**config.mk**
```make
export PLATFORM = sky130hd
export DESIGN_NAME = match_id_serializer
export DESIGN_NICKNAME = d
export VERILOG_FILES = /design/src/rtl/classifier_pkg.sv /design/src/rtl/lowest_set_encoder.sv /design/src/rtl/match_id_serializer.sv
export SDC_FILE = /design/constraint.sdc
export NUM_CORES = 1
export LEC_CHECK = 0
export BUFFER_PORTS_ARGS = -buffer_cell sky130_fd_sc_hd__buf_2
export CAP_MARGIN = 40
export CORE_MARGIN = 2
export CORE_UTILIZATION = 56
export CTS_CLUSTER_DIAMETER = 50
export DETAILED_ROUTE_END_ITERATION = 6
export PLACE_DENSITY = 0.79
export SLEW_MARGIN = 40
export SYNTH_ARGS = -nofsm -noshare
export SYNTH_HDL_FRONTEND = slang
export SYNTH_SLANG_ARGS = --single-unit
```
**constraint.sdc**
```tcl
create_clock -name clk -period 4.51 [get_ports clk]
set_input_delay 1.1275 -clock clk [delete_from_list [all_inputs] [get_ports clk]]
set_output_delay 1.1275 -clock clk [all_outputs]
set_load 0.03 [all_outputs]
```
**src/rtl/classifier_pkg.sv**
```systemverilog
// Shared types and helpers for the match-ID serializer and its encoder.
// Latency: n/a (declarations only).
// Backpressure: n/a.
package classifier_pkg;

    localparam int NUM_SLOTS = 8;
    localparam int LOG_SLOTS = 3;
    localparam int ID_W      = 4;

    // Reserved rule ID meaning "no common element" in a slot.
    localparam logic [ID_W-1:0] NULL_ID = '0;

    typedef enum logic {
        ST_IDLE = 1'b0,
        ST_SEND = 1'b1
    } state_e;

    // Number of set bits in a slot mask.
    function automatic logic [LOG_SLOTS:0] popcount(input logic [NUM_SLOTS-1:0] mask);
        logic [LOG_SLOTS:0] cnt;
        cnt = '0;
        for (int i = 0; i < NUM_SLOTS; i++) begin
            cnt = cnt + {{LOG_SLOTS{1'b0}}, mask[i]};
        end
        return cnt;
    endfunction

endpackage

```
**src/rtl/lowest_set_encoder.sv**
```systemverilog
// Finds the lowest set bit of a mask and flags whether more than one bit is set.
// Latency: purely combinational.
// Backpressure: none (no flow control).
module lowest_set_encoder #(
    parameter int N     = 8,
    parameter int LOG_N = 3
) (
    input  logic [N-1:0]     mask_i,
    output logic [LOG_N-1:0] index_o,
    output logic             any_o,
    output logic             multi_o
);

    logic [N-1:0] mask_minus_one;

    // Scan from the top down so the last hit is the lowest index.
    always_comb begin
        index_o = '0;
        for (int i = N - 1; i >= 0; i--) begin
            if (mask_i[i]) begin
                index_o = LOG_N'(i);
            end
        end
    end

    // Clearing the lowest set bit leaves something only if two or more were set.
    always_comb begin
        mask_minus_one = mask_i - {{(N-1){1'b0}}, 1'b1};
        any_o          = |mask_i;
        multi_o        = |(mask_i & mask_minus_one);
    end

endmodule

```
**src/rtl/match_id_serializer.sv**
```systemverilog
// Captures one N-slot intersection vector and streams its non-null IDs one per beat, lowest slot first.
// Latency: first beat 1 cycle after capture; 1 ID/cycle; 1 idle bubble cycle between packets.
// Backpressure: out_ready low holds all beat outputs stable; in_ready is low for the whole packet.
module match_id_serializer
    import classifier_pkg::*;
#(
    parameter int N      = NUM_SLOTS,
    parameter int LOG_N  = LOG_SLOTS,
    parameter int ELEM_W = ID_W
) (
    input  logic                clk,
    input  logic                reset,
    input  logic                in_valid,
    output logic                in_ready,
    input  logic [N*ELEM_W-1:0] in,
    output logic                out_valid,
    input  logic                out_ready,
    output logic [ELEM_W-1:0]   out_id,
    output logic                out_last,
    output logic                out_empty,
    output logic [LOG_N:0]      out_count
);

    state_e              state_q, state_d;
    logic [N*ELEM_W-1:0] buf_q, buf_d;
    logic [N-1:0]        pend_q, pend_d;

    logic                in_ready_q, in_ready_d;
    logic                out_valid_q, out_valid_d;
    logic [ELEM_W-1:0]   out_id_q, out_id_d;
    logic                out_last_q, out_last_d;
    logic                out_empty_q, out_empty_d;
    logic [LOG_N:0]      out_count_q, out_count_d;

    logic                capture;
    logic                beat_done;
    logic [LOG_N-1:0]    nxt_idx;
    logic                nxt_any;
    logic                nxt_multi;
    logic [ELEM_W-1:0]   nxt_slot;

    assign capture   = (state_q == ST_IDLE) && in_valid && in_ready_q;
    assign beat_done = (state_q == ST_SEND) && out_valid_q && out_ready;

    // FSM state register.
    always_ff @(posedge clk or posedge reset) begin
        if (reset) begin
            state_q <= ST_IDLE;
        end else begin
            state_q <= state_d;
        end
    end

    // Next state: leave IDLE on capture, return once the final beat is accepted.
    always_comb begin
        state_d = state_q;
        case (state_q)
            ST_IDLE: if (capture) state_d = ST_SEND;
            ST_SEND: if (beat_done && out_last_q) state_d = ST_IDLE;
            default: state_d = ST_IDLE;
        endcase
    end

    // Slot buffer and pending mask: load on capture, drop the lowest pending slot per accepted beat.
    always_comb begin
        buf_d  = buf_q;
        pend_d = pend_q;
        if (capture) begin
            buf_d = in;
            for (int i = 0; i < N; i++) begin
                pend_d[i] = (in[i*ELEM_W +: ELEM_W] != NULL_ID);
            end
        end else if (beat_done) begin
            pend_d = pend_q & (pend_q - {{(N-1){1'b0}}, 1'b1});
        end
    end

    // The encoder looks at the post-update mask so the registered outputs show the upcoming beat.
    lowest_set_encoder #(
        .N     (N),
        .LOG_N (LOG_N)
    ) u_enc (
        .mask_i  (pend_d),
        .index_o (nxt_idx),
        .any_o   (nxt_any),
        .multi_o (nxt_multi)
    );

    // Pick the slot addressed by the encoder out of the (possibly just loaded) buffer.
    always_comb begin
        nxt_slot = NULL_ID;
        for (int i = 0; i < N; i++) begin
            if (nxt_idx == LOG_N'(i)) begin
                nxt_slot = buf_d[i*ELEM_W +: ELEM_W];
            end
        end
    end

    // Output next-values; everything holds unless a capture or an accepted beat happens.
    always_comb begin
        in_ready_d  = in_ready_q;
        out_valid_d = out_valid_q;
        out_id_d    = out_id_q;
        out_last_d  = out_last_q;
        out_empty_d = out_empty_q;
        out_count_d = out_count_q;
        case (state_q)
            ST_IDLE: begin
                in_ready_d  = 1'b1;
                out_valid_d = 1'b0;
                if (capture) begin
                    in_ready_d  = 1'b0;
                    out_valid_d = 1'b1;
                    out_id_d    = nxt_any ? nxt_slot : NULL_ID;
                    out_last_d  = ~nxt_multi;
                    out_empty_d = ~nxt_any;
                    out_count_d = popcount(pend_d);
                end
            end
            ST_SEND: begin
                if (beat_done) begin
                    if (out_last_q) begin
                        in_ready_d  = 1'b1;
                        out_valid_d = 1'b0;
                        out_id_d    = NULL_ID;
                        out_last_d  = 1'b0;
                        out_empty_d = 1'b0;
                        out_count_d = '0;
                    end else begin
                        out_id_d   = nxt_slot;
                        out_last_d = ~nxt_multi;
                    end
                end
            end
            default: begin
                in_ready_d  = 1'b1;
                out_valid_d = 1'b0;
            end
        endcase
    end

    // Datapath and output registers; reset discards any packet in flight.
    always_ff @(posedge clk or posedge reset) begin
        if (reset) begin
            buf_q       <= '0;
            pend_q      <= '0;
            in_ready_q  <= 1'b1;
            out_valid_q <= 1'b0;
            out_id_q    <= NULL_ID;
            out_last_q  <= 1'b0;
            out_empty_q <= 1'b0;
            out_count_q <= '0;
        end else begin
            buf_q       <= buf_d;
            pend_q      <= pend_d;
            in_ready_q  <= in_ready_d;
            out_valid_q <= out_valid_d;
            out_id_q    <= out_id_d;
            out_last_q  <= out_last_d;
            out_empty_q <= out_empty_d;
            out_count_q <= out_count_d;
        end
    end

    assign in_ready  = in_ready_q;
    assign out_valid = out_valid_q;
    assign out_id    = out_id_q;
    assign out_last  = out_last_q;
    assign out_empty = out_empty_q;
    assign out_count = out_count_q;

endmodule

```
==> flow_summary.yaml <==
run_status:
  status: "completed"
finish:
  drive_gt1_share_pct: 24.8
  final_cell_count_no_fill: 441
  num_antenna_cells: 0
  utilization_pct: 66.2
  synthToLayoutAreaGrowth_pct: 14.8
  nets: 415
  fillCellCount: 448
detailed_routing:
  drc: 0
  drt_first_iter_violations: 211
  via_per_inst: 5.73
  route.final.wire_length_um: 7060
  ant_nets: 0
  routedWlPerCell_um: 16.0
  dr.pass1.iters: 4
  vias: 2527
floorplan:
  core.rowCount: 26
  ios: 48
  core_um2: 5110
  die-width_um: 76.6
  die_h_um: 76.6
  start_util_pct: 57.7
  die-area_um2: 5860
clocking:
  postCtsSetupBuffers: 0
  clockRootBuffer: "clkbuf_8"
  clk_latency_ns: 0.31
  ctsHoldBuffers: 0
  cts_tree: "done"
  cts_made_buffers: 5
  path_clk_slew_ns: 0.09
  cts_buffer_depth: 2
  cts_resized: 0
  h-tree-depth: 2
  clock-sinks: 53
setup_path:
  crit_chain: "buf_2, nor4_1, buf_4, nor2_1, a21oi_1, inv_1, fa_1, fa_1, fa_1, ha_1, fa_1, a22o_1"
  slowest_delay_ns: 0.58
  endpoint: "out_count[1]"
  start_kind: "primary input"
  slowest_stage: "fa_1"
  timing.critical_path.from: "in[0]"
  cp.arrival_ns: 4.33
  r2r_setup_slack_ns: 0.71
  r2r-start: "pend_q[0]"
  r2r-end: "out_count[1]"
  cp_max_fo: 4
  required_ns: 4.72
  crit_type: "in2reg"
  rr_worst_depth: 10
  setup.worst_path.end_class: "flop"
  cpMostUsedCell: "fa_1"
power_and_ir_drop:
  power_density_nw_per_um2: 783
  irDropWorstVdd_mv: 0.541
  leakagePower_nw: 1.68
global_routing:
  grt_pass1_wl_um: 11900
  track_usage_pct: 25.5
  grt_pass1_vias: 2446
  antenna_found_initial: 0
  grt_start_max_net_pins: 54
  overflow: 0
synthesis:
  synth_largest_area_cell: "dfrtp_1"
  yosysTopAreaCellShare_pct: 44.1
  ys_ff_latch: 53
  avgSynthCellArea_um2: 9.33
  syn_area_um2: 2950
  yosysWarnings: 0
  yosysUniqueCellTypes: 62
  seq_area_frac_synth_pct: 45.0
  synth_nets: 361
  synth_top_cells_by_area: "dfrtp_1, nand2_1, fa_1, ha_1, mux2_2"
  synth_cells: 316
  synth.most_common_cell: "nand2_1"
  postSynth.asyncResetShare_pct: 100
  ys.flop_type: "dfrtp_1"
  synth_edf_count: 0
  ys_top_cells_by_count: "nand2_1, dfrtp_1, a21oi_1"
timing:
  setup_tns_ns: 0
  fmax_ghz: 0.242
  finalSetupViolations: 0
  fin_skew_ns: 0.00638
  slew_headroom_pct: 56.4
  layout_min_cycle_time_ns: 4.12
  tightestPinTransition_ns: 0.654
  hold_viol: 0
  worst_slack_ns: 0.386
  final_max_slew_viol_count: 0
  rsz0062_at_grt: "no"
  fin_crit_sh_pct: 91.4
placed_design:
  place.gp.congestion: 0.850
  pre_cts_ws_ns: 0.0517
  numPortBuffers: 47
  hpwl_um: 5270
  dp_cells: 433
run:
  cap_violations: 0
hold_path:
  min_path_type: "reg2reg"
power by group:
group,internal (mW),switching (mW),total [mW]
logic,0.657,0.929,1.59
registers,0.682,0.116,0.798
clock network,0.107,0.158,0.266
total,1.45,1.20,2.65
how the worst min path moves through the flow:
stage,start,end,slack [ns],cells after the start
floorplan,buf_q[25],buf_q[25],0.43,2
global placement,buf_q[7],buf_q[7],0.45,2
detailed placement,buf_q[2],buf_q[2],0.46,2
CTS,buf_q[2],buf_q[2],0.48,2
global route,buf_q[20],buf_q[20],0.49,2
finish,buf_q[3],buf_q[3],0.48,2
placed cells by master (no fill, tap or decap), types with 2 or more instances in the layout:
master,instances
buf_4,14
nor2_1,10
o2111ai_1,2
o21a_1,4
a22o_1,5
nand4_1,2
dfrtp_1,52
clkbuf_8,5
mux2_2,5
a21oi_1,11
inv_1,8
a311o_1,2
a31o_2,3
or4_1,3
fa_1,4
a211oi_1,4
a211oi_2,2
nor3_1,3
o32ai_1,2
buf_2,47
a22oi_1,6
o31ai_1,2
clkinv_2,2
ha_1,5
nand3_1,4
and3_1,2
o21ai_1,4
mux2i_1,3
nand2b_1,3
nand2_1,102
o211ai_1,6
and3b_1,2
o21ai_0,8
nor4_1,5
logic make-up (layout without fill, tap and decap cells):
logic type / after synthesis / in the layout / synth area share (%)
AOI/OAI and AO/OA: 73 / 73 / 19.5
xor gates and xnor gates: 1 / 1 / 0.297
adders and majority gates: 9 / 9 / 4.84
buffers and inverters: 24 / 79 / 4.20
DFF: 53 / 53 / 45.0
muxes: 10 / 10 / 3.82
and+or+nand+nor: 146 / 146 / 22.3
final cells by class:
| type | count | area (um^2) | area share (%) |
|---|---|---|---|
| multi-input cells | 239 | 1500 | 44.2 |
| flip-flops and latches | 53 | 1330 | 39.2 |
| repair buffers | 61 | 340 | 10.1 |
| well taps | 70 | 87.6 | 2.59 |
| clock buffers | 5 | 68.8 | 2.03 |
| inverters | 10 | 45.0 | 1.33 |
| clock inverters | 3 | 17.5 | 0.518 |
state kept, by name, indices dropped and copies added, names as in the netlist:
| register | flops |
|---|---|
| out_id | 4 |
| state_q | 1 |
| out_count | 4 |
| in_ready | 1 |
| pend_q | 8 |
| out_last | 1 |
| out_valid | 1 |
| out_empty | 1 |
| buf_q | 32 |
stage by stage:
step | hold WS, ns | cell area, um^2 | power, mW
finish | 0.477 | 3380 | 2.65
global placement | 0.448 | 3290 | 2.32
global route | 0.491 | 3380 | 2.89
floorplan | 0.433 | 2950 | 1.99
detailed placement | 0.456 | 3300 | 2.37
CTS | 0.480 | 3380 | 2.64
critical path, delay by kind of cell:
kind	cells	cell delay (ns)
adder cells (fa/ha/maj)	5	2.12
buffers and inverters	3	0.40
AO/OA/AOI/OAI	2	0.36
AND/OR/NAND/NOR	2	0.32
layer usage:
layer | global-route usage, % | vias up | routed length (um)
met5 | 0 | - | 0
li1 | - | 1234 | -
met2 | 39.6 | 80 | 3270
met1 | 36.1 | 1203 | 3310
met4 | 8.55 | 0 | 116
met3 | 4.98 | 10 | 361
(Power assumes the default switching activity.)
